===== src/rtl/motor_cmd_pkg.sv =====
`default_nettype none
// ============================================================================
//  Module   : motor_cmd_pkg
//  Purpose  : Shared types and constants for the motor command framer.
//             Holds the framer state enum, the default frame header byte and
//             a helper that returns the frame length in bytes.
//  Config   : MOTOR_CMD_CHKSUM_EN - when defined, frames carry a trailing
//             checksum byte, and frame_len() includes it.
//  Revision : 1.0 - initial release
// ============================================================================
package motor_cmd_pkg;

    typedef enum logic [2:0] {
        ST_IDLE   = 3'd0,
        ST_HDR    = 3'd1,
        ST_CH_ID  = 3'd2,
        ST_CH_VAL = 3'd3,
        ST_CSUM   = 3'd4
    } frame_state_t;

    localparam logic [7:0] c_default_header = 8'hA5;

    // Total bytes in one frame: header, an (id, value) pair per channel and,
    // when enabled, the checksum byte.
    function automatic int unsigned frame_len(input int unsigned num_ch);
`ifdef MOTOR_CMD_CHKSUM_EN
        return 2 + 2 * num_ch;
`else
        return 1 + 2 * num_ch;
`endif
    endfunction

endpackage

`default_nettype wire


===== src/rtl/sync_edge_detect.sv =====
`default_nettype none
// ============================================================================
//  Module   : sync_edge_detect
//  Purpose  : Brings an asynchronous level into the clk domain with a 2-flop
//             synchroniser and produces a one-cycle pulse on its rising edge.
//  Ports    : clk      - rising-edge clock
//             reset_n  - asynchronous active-low reset
//             async_in - asynchronous input level
//             rise     - one-cycle pulse per synchronised 0->1 transition
//  Revision : 1.0 - initial release
// ============================================================================
module sync_edge_detect (
    input  logic clk,
    input  logic reset_n,
    input  logic async_in,
    output logic rise
);

    logic r_meta;
    logic r_sync;
    logic r_prev;

    always_ff @(posedge clk or negedge reset_n) begin
        if (!reset_n) begin
            r_meta <= 1'b0;
            r_sync <= 1'b0;
            r_prev <= 1'b0;
        end else begin
            r_meta <= async_in;
            r_sync <= r_meta;
            r_prev <= r_sync;
        end
    end

    assign rise = r_sync & ~r_prev;

endmodule

`default_nettype wire


===== src/rtl/motor_cmd_framer.sv =====
`default_nettype none
// ============================================================================
//  Module   : motor_cmd_framer
//  Purpose  : Serialises a snapshot of all motor channel states into a byte
//             frame for a UART transmitter:
//               HEADER, {ch_id, ch_value} x NUM_CH [, checksum]
//             A frame is triggered by a send_req press or by motor_state
//             differing from the last snapshot sent. Triggers arriving while
//             a frame is in flight coalesce into one back-to-back frame.
//  Config   : MOTOR_CMD_CHKSUM_EN - when defined, a modulo-256 checksum of
//             every byte after the header is appended.
//  Ports    : clk         - rising-edge clock
//             reset_n     - asynchronous active-low reset
//             motor_state - NUM_CH packed channel states, ch0 in the LSBs
//             send_req    - asynchronous push-button level
//             tx_data     - byte to the UART
//             tx_valid    - tx_data valid
//             tx_ready    - UART accepts the byte this cycle
//             busy        - frame in progress
//             frame_cnt   - completed frames, wraps at 16 bits
//  Revision : 1.0 - initial release
// ============================================================================
module motor_cmd_framer
    import motor_cmd_pkg::*;
#(
    parameter int         NUM_CH  = 4,
    parameter int         STATE_W = 5,
    parameter logic [7:0] HEADER  = c_default_header
) (
    input  logic                       clk,
    input  logic                       reset_n,
    input  logic [NUM_CH*STATE_W-1:0]  motor_state,
    input  logic                       send_req,
    output logic [7:0]                 tx_data,
    output logic                       tx_valid,
    input  logic                       tx_ready,
    output logic                       busy,
    output logic [15:0]                frame_cnt
);

    frame_state_t              r_state;
    logic [NUM_CH*STATE_W-1:0] r_snap;
    logic [NUM_CH*STATE_W-1:0] r_last;
    logic [3:0]                r_ch;
    logic [7:0]                r_csum;
    logic                      r_pending;
    logic [7:0]                r_tx_data;
    logic                      r_tx_valid;
    logic [15:0]               r_frame_cnt;

    logic                      w_send_rise;
    logic                      w_busy;
    logic [NUM_CH*STATE_W-1:0] w_ref;
    logic                      w_trigger;
    logic                      w_accept;
    logic                      w_last_ch;
    logic                      w_final;
    logic [7:0]                w_ch_val;
    logic [7:0]                w_csum_next;

    sync_edge_detect u_send_sync (
        .clk      (clk),
        .reset_n  (reset_n),
        .async_in (send_req),
        .rise     (w_send_rise)
    );

    assign w_busy = (r_state != ST_IDLE);

    // While a frame is in flight its snapshot is what will become the
    // last-sent value, so compare against it; otherwise a change that the
    // current frame already carries would queue a redundant repeat frame.
    assign w_ref       = w_busy ? r_snap : r_last;
    assign w_trigger   = w_send_rise | (motor_state != w_ref);
    assign w_accept    = r_tx_valid & tx_ready;
    assign w_last_ch   = (r_ch == 4'(NUM_CH - 1));
    assign w_csum_next = r_csum + r_tx_data;

`ifdef MOTOR_CMD_CHKSUM_EN
    assign w_final = (r_state == ST_CSUM);
`else
    assign w_final = (r_state == ST_CH_VAL) && w_last_ch;
`endif

    always_comb begin
        w_ch_val              = '0;
        w_ch_val[STATE_W-1:0] = r_snap[r_ch*STATE_W +: STATE_W];
    end

    always_ff @(posedge clk or negedge reset_n) begin
        if (!reset_n) begin
            r_state     <= ST_IDLE;
            r_snap      <= '0;
            r_last      <= '0;
            r_ch        <= '0;
            r_csum      <= '0;
            r_pending   <= 1'b0;
            r_tx_data   <= '0;
            r_tx_valid  <= 1'b0;
            r_frame_cnt <= '0;
        end else begin
            case (r_state)
                ST_IDLE: begin
                    if (w_trigger) begin
                        r_snap     <= motor_state;
                        r_state    <= ST_HDR;
                        r_tx_valid <= 1'b1;
                        r_tx_data  <= HEADER;
                        r_csum     <= '0;
                        r_ch       <= '0;
                    end
                end
                default: begin
                    if (w_accept && w_final) begin
                        r_frame_cnt <= r_frame_cnt + 16'd1;
                        r_last      <= r_snap;
                        // A trigger in the final cycle is folded in here so
                        // it is not lost between pending and the restart.
                        if (r_pending || w_trigger) begin
                            r_pending <= 1'b0;
                            r_snap    <= motor_state;
                            r_state   <= ST_HDR;
                            r_tx_data <= HEADER;
                            r_csum    <= '0;
                            r_ch      <= '0;
                        end else begin
                            r_state    <= ST_IDLE;
                            r_tx_valid <= 1'b0;
                            r_tx_data  <= '0;
                        end
                    end else begin
                        if (w_trigger) begin
                            r_pending <= 1'b1;
                        end
                        if (w_accept) begin
                            case (r_state)
                                ST_HDR: begin
                                    r_state   <= ST_CH_ID;
                                    r_tx_data <= {4'd0, r_ch};
                                end
                                ST_CH_ID: begin
                                    r_state   <= ST_CH_VAL;
                                    r_tx_data <= w_ch_val;
                                    r_csum    <= w_csum_next;
                                end
                                ST_CH_VAL: begin
                                    r_csum    <= w_csum_next;
                                    r_state   <= ST_CH_ID;
                                    r_ch      <= r_ch + 4'd1;
                                    r_tx_data <= {4'd0, r_ch + 4'd1};
`ifdef MOTOR_CMD_CHKSUM_EN
                                    if (w_last_ch) begin
                                        r_state   <= ST_CSUM;
                                        r_tx_data <= w_csum_next;
                                    end
`endif
                                end
                                default: begin
                                    r_state    <= ST_IDLE;
                                    r_tx_valid <= 1'b0;
                                    r_tx_data  <= '0;
                                end
                            endcase
                        end
                    end
                end
            endcase
        end
    end

    assign tx_data   = r_tx_data;
    assign tx_valid  = r_tx_valid;
    assign busy      = w_busy;
    assign frame_cnt = r_frame_cnt;

endmodule

`default_nettype wire


===== config.mk =====
export PLATFORM = sky130hd
export DESIGN_NAME = motor_cmd_framer
export DESIGN_NICKNAME = d
export VERILOG_FILES = /design/src/rtl/motor_cmd_pkg.sv /design/src/rtl/sync_edge_detect.sv /design/src/rtl/motor_cmd_framer.sv
export SDC_FILE = /design/constraint.sdc
export NUM_CORES = 1
export LEC_CHECK = 0
export BUFFER_PORTS_ARGS = -buffer_cell sky130_fd_sc_hd__buf_2
export CAP_MARGIN = 10
export CORE_ASPECT_RATIO = 0.6
export CORE_MARGIN = 4
export CORE_UTILIZATION = 58
export DETAILED_ROUTE_END_ITERATION = 10
export PLACE_DENSITY = 0.9
export SLEW_MARGIN = 25
export SYNTH_ARGS = -nofsm -noshare
export SYNTH_HDL_FRONTEND = slang
export SYNTH_HIERARCHICAL = 1
export SYNTH_SLANG_ARGS = --single-unit

===== constraint.sdc =====
create_clock -name clk -period 2.9 [get_ports clk]
set_input_delay 0.29 -clock clk [delete_from_list [all_inputs] [get_ports clk]]
set_output_delay 0.29 -clock clk [all_outputs]
set_load 0.02 [all_outputs]

==> reports/results.ini <==
[worst_setup_path]
critPathCaptureType=flip-flop
crit_slowest_cell=or3_1
cpMostUsedCell=buf_12
rr_worst_depth=11
worstPathArrival_ns=2.98
critical_path_class=flip-flop to flip-flop
cp.required_ns=3.14
critical_path_buf_inv_count=3
startpoint_type=flip-flop
crit_fanout=13
cp.depth=11
crit_family=simple AND/OR/NAND/NOR gates
max_stage_delay_ns=0.48
path_cells=inv_2 -> ha_4 -> buf_12 -> mux2i_1 -> xor2_1 -> nand4_1 -> or3_1 -> nor2_4 -> a21o_4 -> buf_12 -> mux2_4

[floorplanning]
core_area_um2=6280
fp.dieW_um=113
die_h_um=71.1
ioPinCount=50
start_util=0.613
rows=22
die_area_um2=8050

[timing]
clock_skew_ns=0.00710
slew_viol_final=0
final-hold-violation-count=4
holdWs_ns=-0.00511
maxSlewHeadroom=0.509
fmax_mhz=364
setup-tns-final_ns=0
finalWorstSetupSlack_ns=0.154
setup_viol=0
period_needed_ns=2.75
tightest_slew_ns=0.736
post-route-period-util=0.947

[detailed_routing]
wl_per_cell_um=18.6
wl_met3_um=640
vias=2624
drtIter0Drc=112
wirelength_um=8450
routed.top_layer=met4
route.detailed.drc=0
routed-wl-met2_um=3870
viasPerCell=5.77
ant_nets=0
first_pass_iters=5
wl_met1_um=3820

[place]
dpl-instance-area_um2=4280
numPortBuffers=48
gp_congestion=0.952
pre_cts_ws_ns=0.0298
place_inst=439
dp_hpwl_um=6270

[power_and_ir_drop]
power.density_nw_per_um2=1060
irDropWorstVdd_uv=460
leakagePower_nw=2.20

[clock_tree]
numClockSinks=73
cts_made_buffers=9
clkTransAtPathRegs_ns=0.07
post_cts_buffers=0
htreeDepth=3
cts_resized=0
postCtsHoldBufs=0
clk_path_buf_depth=2
clockRootBuffer=clkbuf_8
clock_latency_ns=0.35
tritoncts=built

[global_routing]
antenna_found_initial=0
grt_pass1_vias=2691
overflow=0
grt_pass1_wl_um=13900
track_usage=0.223
grt_max_degree=34

[synth]
ys.warnings.count=6
synth_top_flop_cell=dfrtp_1
synth_cell_types=53
synth_seq_area_share=0.474
synthesis.instances=300
syn-num-nets=331
synth_seq_cells=73
syn_area_um2=3850
syn_avg_cell_area_um2=12.8
synth-edff-count=0
postSynth.asyncResetShare=1.00

[finish]
nNetsFinal=397
utilization=0.722
diodes=0
final_common_cell=dfrtp_1
layout-drive-gt1-share=0.385
fin_area_um2=4530
layout_common_cells=dfrtp_1, buf_2, xnor2_1
fin_cells=455
areaGrowthSynthToFinish_pct=17.8

[outcome]
violations=negative hold slack
status=finished with violations

[job]
max-cap-violations=0

[worst_hold_path]
min_path_type=input port to asynchronous set/reset pin

per-stage QoR:
stage	hold slack [ns]	power, mW
after floorplan	-0.00559	3.23
after CTS	0.0132	4.74
after global placement	0.333	3.76
after global routing	0.0336	5.09
final	-0.00511	4.83
after detailed placement	0.341	3.86
cells by family after synthesis:
| kind of cell | count (synthesis) | synth area share |
|---|---|---|
| compound gates | 34 | 0.0663 |
| xor+xnor | 36 | 0.0819 |
| fa+ha+maj | 7 | 0.0227 |
| buf+inv | 22 | 0.0390 |
| flops | 73 | 0.474 |
| mux | 67 | 0.223 |
| other cells | 1 | 0.000974 |
| simple gates | 60 | 0.0913 |
flip-flops by register name, indices dropped and copies added (netlist names):
name and cells:
tx_valid 1, r_pending 1, r_state 2, frame_cnt 16
r_ch 4, r_last 20, u_send_sync/r_sync 1, r_snap 20
tx_data 6, u_send_sync/r_prev 1, u_send_sync/r_meta 1
cell type report:
| class | instances | area, um2 |
|---|---|---|
| multi-input cells | 205 | 1910 |
| flip-flops and latches | 73 | 1830 |
| fillers | 407 | 1740 |
| repair buffers | 69 | 448 |
| clock buffers | 12 | 135 |
| well taps | 84 | 105 |
| clock inverters | 4 | 77.6 |
| inverters | 8 | 30.0 |
synthesized netlist by cell type, drive strengths merged (2+ instances only):
master	instances	area, um2
a211oi	2	15.0
a21o	2	22.5
a21oi	3	15.0
a31oi	2	12.5
and3	4	25.0
buf	10	105
clkbuf	4	15.0
dfrtp	73	1830
ha	7	87.6
inv	8	30.0
mux2	41	537
mux2i	21	210
mux4	5	113
nand2	16	60.1
nand2b	3	18.8
nand3	6	30.0
nand4	4	31.3
nor2	7	41.3
nor2b	4	32.5
nor3	5	25.0
nor4	3	31.3
o211a	3	30.0
o21ai	7	35.0
o31ai	6	50.1
or3	3	18.8
xnor2	29	254
xor2	7	61.3
power breakdown:
| part | internal (mW) | total [mW] | switching [mW] |
|---|---|---|---|
| Sequential | 1.29 | 1.55 | 0.266 |
| Combinational | 1.30 | 2.42 | 1.12 |
| Clock | 0.488 | 0.856 | 0.367 |
| Total | 3.07 | 4.83 | 1.75 |
layer usage:
layer  GRT usage  vias to the layer above
li1            -                     1198
met1       0.306                     1311
met2       0.337                      104
met3      0.0769                       11
met4      0.0667                        0
met5           0                        -
final timing paths:
check | from | to | slack [ns]
min reg2reg | u_send_sync/r_meta | u_send_sync/r_sync | 0.35
max reg2reg | r_state[1] | r_snap[18] | 0.15
max in group asynchronous | reset_n | u_send_sync/r_prev | 2.10
min in group clk | send_req | u_send_sync/r_meta | 0.04
min | reset_n | tx_data[3] | -0.005
max | r_state[1] | r_snap[18] | 0.15
(Power assumes the default switching activity.)
